`src/rtl/ex_mem_stage_if.sv`:
```
// Bus bundle between the EX stage, the EX/MEM register and the data-memory side.
// The stage uses the slave modport; the environment driving it uses master.
interface ex_mem_stage_if #(
  parameter int XLEN    = 32,
  parameter int RADDR_W = 5
);
  localparam int NBYTES = XLEN / 8;

  logic               valid_i;
  logic               ready_o;
  logic               WB_i;
  logic [1:0]         Mem_i;
  logic               addr_mode_i;
  logic [1:0]         size_i;
  logic [XLEN-1:0]    ALUres_i;
  logic [XLEN-1:0]    imm_i;
  logic [XLEN-1:0]    rs1_data_i;
  logic [XLEN-1:0]    rs2_data_i;
  logic [XLEN-1:0]    store_i;
  logic [RADDR_W-1:0] rd_addr_i;

  logic               valid_o;
  logic               ready_i;
  logic               WB_o;
  logic [1:0]         Mem_o;
  logic [RADDR_W-1:0] rd_addr_o;
  logic [XLEN-1:0]    ALUres_o;
  logic [XLEN-1:0]    Memaddr_o;
  logic [XLEN-1:0]    Memdata_o;
  logic [NBYTES-1:0]  byteen_o;
  logic               misalign_o;

  modport master (
    output valid_i, WB_i, Mem_i, addr_mode_i, size_i, ALUres_i, imm_i,
           rs1_data_i, rs2_data_i, store_i, rd_addr_i, ready_i,
    input  ready_o, valid_o, WB_o, Mem_o, rd_addr_o, ALUres_o, Memaddr_o,
           Memdata_o, byteen_o, misalign_o
  );

  modport slave (
    input  valid_i, WB_i, Mem_i, addr_mode_i, size_i, ALUres_i, imm_i,
           rs1_data_i, rs2_data_i, store_i, rd_addr_i, ready_i,
    output ready_o, valid_o, WB_o, Mem_o, rd_addr_o, ALUres_o, Memaddr_o,
           Memdata_o, byteen_o, misalign_o
  );
endinterface

```
`src/rtl/ex_mem_stage.sv`:
```
// EX/MEM pipeline register with a head/skid pair: computes the effective address,
// lane-aligns store data, builds byte enables and flags misaligned accesses.
module ex_mem_stage #(
  parameter int XLEN    = 32,
  parameter int RADDR_W = 5
) (
  input  logic           clk_i,
  input  logic           rst_i,
  input  logic           flush_i,
  ex_mem_stage_if.slave  bus
);
  localparam int NBYTES = XLEN / 8;
  localparam int OFS_W  = $clog2(NBYTES);

  typedef struct packed {
    logic               wb;
    logic [1:0]         mem;
    logic [RADDR_W-1:0] rd;
    logic [XLEN-1:0]    alu;
    logic [XLEN-1:0]    addr;
    logic [XLEN-1:0]    data;
    logic [NBYTES-1:0]  be;
    logic               mis;
  } entry_t;

  logic [XLEN-1:0]   eff_addr;
  logic [OFS_W-1:0]  ofs;
  logic              is_mem;
  logic              size_bad;
  logic [2:0]        align_mask;
  logic              misalign;
  logic [NBYTES-1:0] lane_mask;
  entry_t            incoming;

  entry_t head_q;
  entry_t skid_q;
  logic   head_valid;
  logic   skid_valid;
  logic   ready_q;
  logic   accept;
  logic   retire;

  assign eff_addr = bus.rs1_data_i + (bus.addr_mode_i ? bus.rs2_data_i : bus.imm_i);
  assign ofs      = eff_addr[OFS_W-1:0];
  assign is_mem   = (bus.Mem_i == 2'b01) || (bus.Mem_i == 2'b10);

  // Sizes wider than the datapath are illegal; otherwise the low address bits
  // below the access size must be zero.
  always_comb begin
    align_mask = 3'((4'd1 << bus.size_i) - 4'd1);
    size_bad   = int'(bus.size_i) > OFS_W;
    misalign   = is_mem && (size_bad || (|(eff_addr[2:0] & align_mask)));
  end

  always_comb begin
    lane_mask = '0;
    for (int i = 0; i < NBYTES; i++) begin
      lane_mask[i] = (i < (1 << bus.size_i));
    end
  end

  always_comb begin
    incoming      = '0;
    incoming.rd   = bus.rd_addr_i;
    incoming.alu  = bus.ALUres_i;
    incoming.addr = eff_addr;
    incoming.mis  = misalign;
    incoming.wb   = misalign ? 1'b0 : bus.WB_i;
    incoming.mem  = (is_mem && !misalign) ? bus.Mem_i : 2'b00;
    incoming.be   = (is_mem && !misalign) ? (lane_mask << ofs) : '0;
    incoming.data = (bus.Mem_i == 2'b10 && !misalign) ? (bus.store_i << {ofs, 3'b000}) : '0;
  end

  assign accept = bus.valid_i && ready_q;
  assign retire = head_valid && bus.ready_i;

  // ready_q always tracks the skid slot being free after the coming edge, so
  // the upstream handshake never sees a combinational path from ready_i.
  always_ff @(posedge clk_i or posedge rst_i) begin
    if (rst_i) begin
      head_q     <= '0;
      skid_q     <= '0;
      head_valid <= 1'b0;
      skid_valid <= 1'b0;
      ready_q    <= 1'b0;
    end else if (flush_i) begin
      head_valid <= 1'b0;
      skid_valid <= 1'b0;
      ready_q    <= 1'b1;
    end else begin
      ready_q <= !skid_valid;
      if (retire && skid_valid) begin
        head_q     <= skid_q;
        skid_valid <= 1'b0;
        ready_q    <= 1'b1;
      end else if (accept) begin
        if (!head_valid || retire) begin
          head_q     <= incoming;
          head_valid <= 1'b1;
          ready_q    <= 1'b1;
        end else begin
          skid_q     <= incoming;
          skid_valid <= 1'b1;
          ready_q    <= 1'b0;
        end
      end else if (retire) begin
        head_valid <= 1'b0;
        ready_q    <= 1'b1;
      end
    end
  end

  assign bus.ready_o    = ready_q;
  assign bus.valid_o    = head_valid;
  assign bus.WB_o       = head_q.wb;
  assign bus.Mem_o      = head_q.mem;
  assign bus.rd_addr_o  = head_q.rd;
  assign bus.ALUres_o   = head_q.alu;
  assign bus.Memaddr_o  = head_q.addr;
  assign bus.Memdata_o  = head_q.data;
  assign bus.byteen_o   = head_q.be;
  assign bus.misalign_o = head_q.mis;
endmodule

```
`src/flat_wrapper.sv`:
```
// flat-port wrapper written by rule: the top's interface ports become plain ports
module ex_mem_stage_flat 
#(
  parameter int XLEN    = 32,
  parameter int RADDR_W = 5
)
  (clk_i, rst_i, flush_i, bus_valid_i, bus_WB_i, bus_Mem_i, bus_addr_mode_i, bus_size_i, bus_ALUres_i, bus_imm_i, bus_rs1_data_i, bus_rs2_data_i, bus_store_i, bus_rd_addr_i, bus_ready_i, bus_ready_o, bus_valid_o, bus_WB_o, bus_Mem_o, bus_rd_addr_o, bus_ALUres_o, bus_Memaddr_o, bus_Memdata_o, bus_byteen_o, bus_misalign_o);
  ex_mem_stage_if #(.XLEN(XLEN), .RADDR_W(RADDR_W)) bus_i ();
  input  logic clk_i;
  input  logic rst_i;
  input  logic flush_i;
  input wire logic [$bits(bus_i.valid_i)-1:0] bus_valid_i;
  input wire logic [$bits(bus_i.WB_i)-1:0] bus_WB_i;
  input wire logic [$bits(bus_i.Mem_i)-1:0] bus_Mem_i;
  input wire logic [$bits(bus_i.addr_mode_i)-1:0] bus_addr_mode_i;
  input wire logic [$bits(bus_i.size_i)-1:0] bus_size_i;
  input wire logic [$bits(bus_i.ALUres_i)-1:0] bus_ALUres_i;
  input wire logic [$bits(bus_i.imm_i)-1:0] bus_imm_i;
  input wire logic [$bits(bus_i.rs1_data_i)-1:0] bus_rs1_data_i;
  input wire logic [$bits(bus_i.rs2_data_i)-1:0] bus_rs2_data_i;
  input wire logic [$bits(bus_i.store_i)-1:0] bus_store_i;
  input wire logic [$bits(bus_i.rd_addr_i)-1:0] bus_rd_addr_i;
  input wire logic [$bits(bus_i.ready_i)-1:0] bus_ready_i;
  output wire logic [$bits(bus_i.ready_o)-1:0] bus_ready_o;
  output wire logic [$bits(bus_i.valid_o)-1:0] bus_valid_o;
  output wire logic [$bits(bus_i.WB_o)-1:0] bus_WB_o;
  output wire logic [$bits(bus_i.Mem_o)-1:0] bus_Mem_o;
  output wire logic [$bits(bus_i.rd_addr_o)-1:0] bus_rd_addr_o;
  output wire logic [$bits(bus_i.ALUres_o)-1:0] bus_ALUres_o;
  output wire logic [$bits(bus_i.Memaddr_o)-1:0] bus_Memaddr_o;
  output wire logic [$bits(bus_i.Memdata_o)-1:0] bus_Memdata_o;
  output wire logic [$bits(bus_i.byteen_o)-1:0] bus_byteen_o;
  output wire logic [$bits(bus_i.misalign_o)-1:0] bus_misalign_o;
  assign bus_i.valid_i = bus_valid_i;
  assign bus_i.WB_i = bus_WB_i;
  assign bus_i.Mem_i = bus_Mem_i;
  assign bus_i.addr_mode_i = bus_addr_mode_i;
  assign bus_i.size_i = bus_size_i;
  assign bus_i.ALUres_i = bus_ALUres_i;
  assign bus_i.imm_i = bus_imm_i;
  assign bus_i.rs1_data_i = bus_rs1_data_i;
  assign bus_i.rs2_data_i = bus_rs2_data_i;
  assign bus_i.store_i = bus_store_i;
  assign bus_i.rd_addr_i = bus_rd_addr_i;
  assign bus_i.ready_i = bus_ready_i;
  assign bus_ready_o = bus_i.ready_o;
  assign bus_valid_o = bus_i.valid_o;
  assign bus_WB_o = bus_i.WB_o;
  assign bus_Mem_o = bus_i.Mem_o;
  assign bus_rd_addr_o = bus_i.rd_addr_o;
  assign bus_ALUres_o = bus_i.ALUres_o;
  assign bus_Memaddr_o = bus_i.Memaddr_o;
  assign bus_Memdata_o = bus_i.Memdata_o;
  assign bus_byteen_o = bus_i.byteen_o;
  assign bus_misalign_o = bus_i.misalign_o;
  ex_mem_stage #(.XLEN(XLEN), .RADDR_W(RADDR_W)) u_core (.clk_i(clk_i), .rst_i(rst_i), .flush_i(flush_i), .bus(bus_i));
endmodule
```
`config.mk`:
```
export PLATFORM = sky130hd
export DESIGN_NAME = ex_mem_stage_flat
export DESIGN_NICKNAME = d
export VERILOG_FILES = /design/src/rtl/ex_mem_stage_if.sv /design/src/rtl/ex_mem_stage.sv /design/src/flat_wrapper.sv
export SDC_FILE = /design/constraint.sdc
export NUM_CORES = 1
export LEC_CHECK = 0
export ABC_AREA = 1
export CAP_MARGIN = 5
export CORE_MARGIN = 5
export CORE_UTILIZATION = 30
export CTS_CLUSTER_SIZE = 25
export DETAILED_ROUTE_END_ITERATION = 12
export GPL_TIMING_DRIVEN = 0
export REMOVE_ABC_BUFFERS = 1
export SYNTH_ARGS = -nofsm -noshare
export SYNTH_HDL_FRONTEND = slang
export SYNTH_SLANG_ARGS = --single-unit
```
`constraint.sdc`:
```
create_clock -name clk_i -period 24.3 [get_ports clk_i]
set_clock_uncertainty 0.2 [all_clocks]
set_input_delay 4.86 -clock clk_i [delete_from_list [all_inputs] [get_ports clk_i]]
set_output_delay 4.86 -clock clk_i [all_outputs]
set_load 0.005 [all_outputs]
```
==> impl_metrics.tcl, run 1 <==
set metrics [dict create \
    top_usage_layer "met2" \
    final-hold-violation-count 0 \
    period_needed_ps 8510 \
    leakage_uw 0.00832 \
    p_sw_share_pct 30.3 \
    critical_path_buf_inv_count 3 \
    yosysSeqAreaShare_pct 43.2 \
    synth_cells 1740 \
    pwr-share-clk_pct 31.8 \
    mostFrequentLayoutCells "577 x nand2_1, 285 x clkdlybuf4s50_1, 221 x dfrtp_1" \
    multi_input_area_um2 6120 \
    io_pins 287 \
    postCtsResizedCells 0 \
    grt_pass1_vias 11777 \
    gp_congestion 0.888 \
    cp.required_ps 24560 \
    synth_area_per_cell_um2 7.36 \
    vias 11936 \
    critPathTopFamily "adder cells" \
    critPathArrivalTime_ps 8770 \
    grt_util_met3_pct 3.47 \
    p_per_area_nw_per_um2 72.9 \
    antenna_found_initial 3 \
    route.detailed.drc 0 \
    synth_area_um2 12800 \
    p_comb_share_pct 28.5 \
    cts.clk_slew.worst_paths_ps 60 \
    p_int_uw 865 \
    crit_path_max_fanout 33 \
    clock_sinks 221 \
    cts_tree "yes" \
    syn_to_final_growth_pct 33.0 \
    tns_ps 0 \
    ys_ff_latch 221 \
    grt_max_degree 141 \
    synth_edf_count 0 \
    postCtsSetupBuffers 0 \
    drtPass1Iterations 5 \
    switchingPower_uw 375 \
    drive_above_1_share_pct 5.23 \
    start_kind "input port" \
    pwr-share-seq_pct 39.7 \
    yosysWarnings 0 \
    vdd_drop_max_mv 0.0456 \
    cts_hold_buffers 0 \
    vias_per_cell 4.72 \
    drt_iter0_drc 764 \
    worstSetupEndpointType "flop" \
    holdCritPathClass "reg -> reg" \
    path_cells "buf_2 > mux2_2 > ha_1 > inv_1 > fa_1 > inv_2 > nor2_8 > nand3_1 > a21oi_1 > o21ai_1 > nand2_1" \
    outcome "complete, no violations" \
    rows 75 \
    cts_buffer_depth 3 \
    htree_levels 1 \
    drv_slew 0 \
    final_nets 2184 \
    dp_hpwl_mm 27.0 \
    seqCellArea_um2 5530 \
    worst_skew_pair.late_latency_ps 530 \
    gr-total-overflow 0 \
    fp.dieH_um 217 \
    slowest_delay_ps 1340 \
    synth_cell_types 40 \
    rsz0062_at_grt "false" \
    numPortBuffers 286 \
    die_area_um2 46900 \
    fmax_mhz 117 \
    setup_viol 0 \
    dp_slack_ps 14930 \
    maxCapViolations 0 \
    met2_usage_pct 28.3 \
    tightest_slew_ps 1280 \
    asyncSetResetFlopFracSynth_pct 100 \
    track_usage_pct 16.2 \
    slew-limit-headroom_pct 14.5 \
    timing.hold.ws_ps 275 \
    setup_slack_ps 15790 \
    fin_crit_sh_pct 35.0 \
    cts_buffers 26 \
    wire_per_inst_um 15.3 \
    initial_utilization_pct 30.4 \
    grt_first_pass_wirelength_mm 63.0 \
    wl_mm 38.7 \
    synth_flop_cell "dfrtp_1" \
    fillCellCount 4308 \
    die_w_um 217 \
    critPathKind "in -> reg" \
    grt_use_met1_pct 20.8 \
    cts_root_buf "clkbuf_16" \
    core_um2 42000 \
    ant_nets 0 \
    slowest_stage "fa_1" \
    final_common_cell "nand2_1" \
]
[flip-flops by register name, indices dropped and copies added, names as in the netlist]
register / cells
u_core.bus.ALUres_o: 32
u_core.bus.Mem_o: 2
u_core.bus.Memaddr_o: 32
u_core.bus.Memdata_o: 32
u_core.bus.WB_o: 1
u_core.bus.byteen_o: 4
u_core.bus.misalign_o: 1
u_core.bus.rd_addr_o: 5
u_core.bus.ready_o: 1
u_core.bus.valid_o: 1
u_core.skid_q: 109
u_core.skid_valid: 1
[synth_stat cells, drive strengths merged (4+ instances only)]
master	count	area (µm²)
mux2i	7	70.1
nand2	582	2230
o211ai	4	30.0
xor2	5	43.8
mux2	31	349
ha	34	425
buf	57	304
o21a	28	210
nor3	6	30.0
nand3	78	415
a21oi	98	490
o21ai	243	1220
a31oi	6	37.5
clkbuf	32	120
xnor2	9	78.8
dfrtp	221	5530
inv	198	751
nor2	88	369
[power groups by stage]
stage / Clock, µW / Sequential (µW) / Combinational, µW
6_report: 395 / 492 / 353
5_1_grt: 426 / 504 / 399
4_1_cts: 412 / 493 / 359
3_5_place_dp: 0 / 498 / 358
3_3_place_gp: 0 / 497 / 354
2_1_floorplan: 0 / 495 / 180
[cell families (layout without fill, tap and decap cells)]
family	after synthesis	in the layout	share of synthesized area, %
XOR/XNOR	14	14	0.958
multiplexers	38	38	3.27
other	0	1	0
AO/OA/AOI/OAI	385	385	15.9
flip-flops	221	221	43.2
adder cells (fa/ha/maj)	35	35	3.48
buffers and inverters	287	537	9.18
AND/OR/NAND/NOR	760	760	24.1
[path summary, 6_finish.rpt]
kind                       slack (ps)               start                        to  cells past startpoint
min                               270   u_core.skid_q[45]         u_core.skid_q[45]                      2
max reg2reg                     20720  u_core.bus.valid_o  u_core.bus.Memaddr_o[11]                      8
min in group asynchronous        4670               rst_i   u_core.bus.ALUres_o[13]                      2
min reg2reg                       270   u_core.skid_q[45]         u_core.skid_q[45]                      2
max                             15790     bus_addr_mode_i   u_core.bus.Memdata_o[4]                     11
max in group asynchronous       18110               rst_i         u_core.skid_q[51]                      3
[stage by stage]
stage | power [µW] | util, % | instances | instance area, µm²
3_5_place_dp | 856 | 38.4 | 2483 | 16100
3_3_place_gp | 851 | 37.9 | 2476 | 15900
4_1_cts | 1260 | 40.4 | 2528 | 17000
2_1_floorplan | 675 | - | 1651 | 12400
6_report | 1240 | 40.5 | 2530 | 17000
5_1_grt | 1330 | 40.5 | 2530 | 17000
[final cells by class]
class,count,area share (%)
sequential,221,32.5
clock inverter,7,0.529
multi-input combinational,1232,36.0
clock buffer,38,4.51
inverter,198,4.50
antenna,1,0.0147
timing repair buffer,294,18.0
tap,539,3.96
[worst min-delay path, cell delays in order, from the launching register on]
cell     delay [ps]
dfrtp_1         340
nand2_1          50
nand2_1          60
[metal layers]
layer,part of all wire (%),up-vias,routed length [µm]
met5,0.070,-,27
met2,48,340,18500
li1,-,6031,-
met1,43,5509,16800
met4,1.9,4,722
met3,6.7,52,2610
No activity file was read; power rests on OpenSTA's default activity.
==> run 2: changes to the inputs <==
==> constraint.sdc (replaced) <==
create_clock -name clk_i -period 8.52 [get_ports clk_i]
set_clock_uncertainty 0.2 [all_clocks]
set_input_delay 1.704 -clock clk_i [delete_from_list [all_inputs] [get_ports clk_i]]
set_output_delay 1.704 -clock clk_i [all_outputs]
set_load 0.005 [all_outputs]
==> results of run 2 <==
Same layout as run 1 (identical final DEF). Status: complete, no violations.
Main changes from that run: setup slack after placement 14930 ps -> 2310 ps; setup slack after layout 15790 ps -> 3160 ps; register-to-register setup slack 20720 ps -> 4940 ps; total power 1240 µW -> 3540 µW; worst IR drop on VDD 0.0456 mV -> 0.130 mV
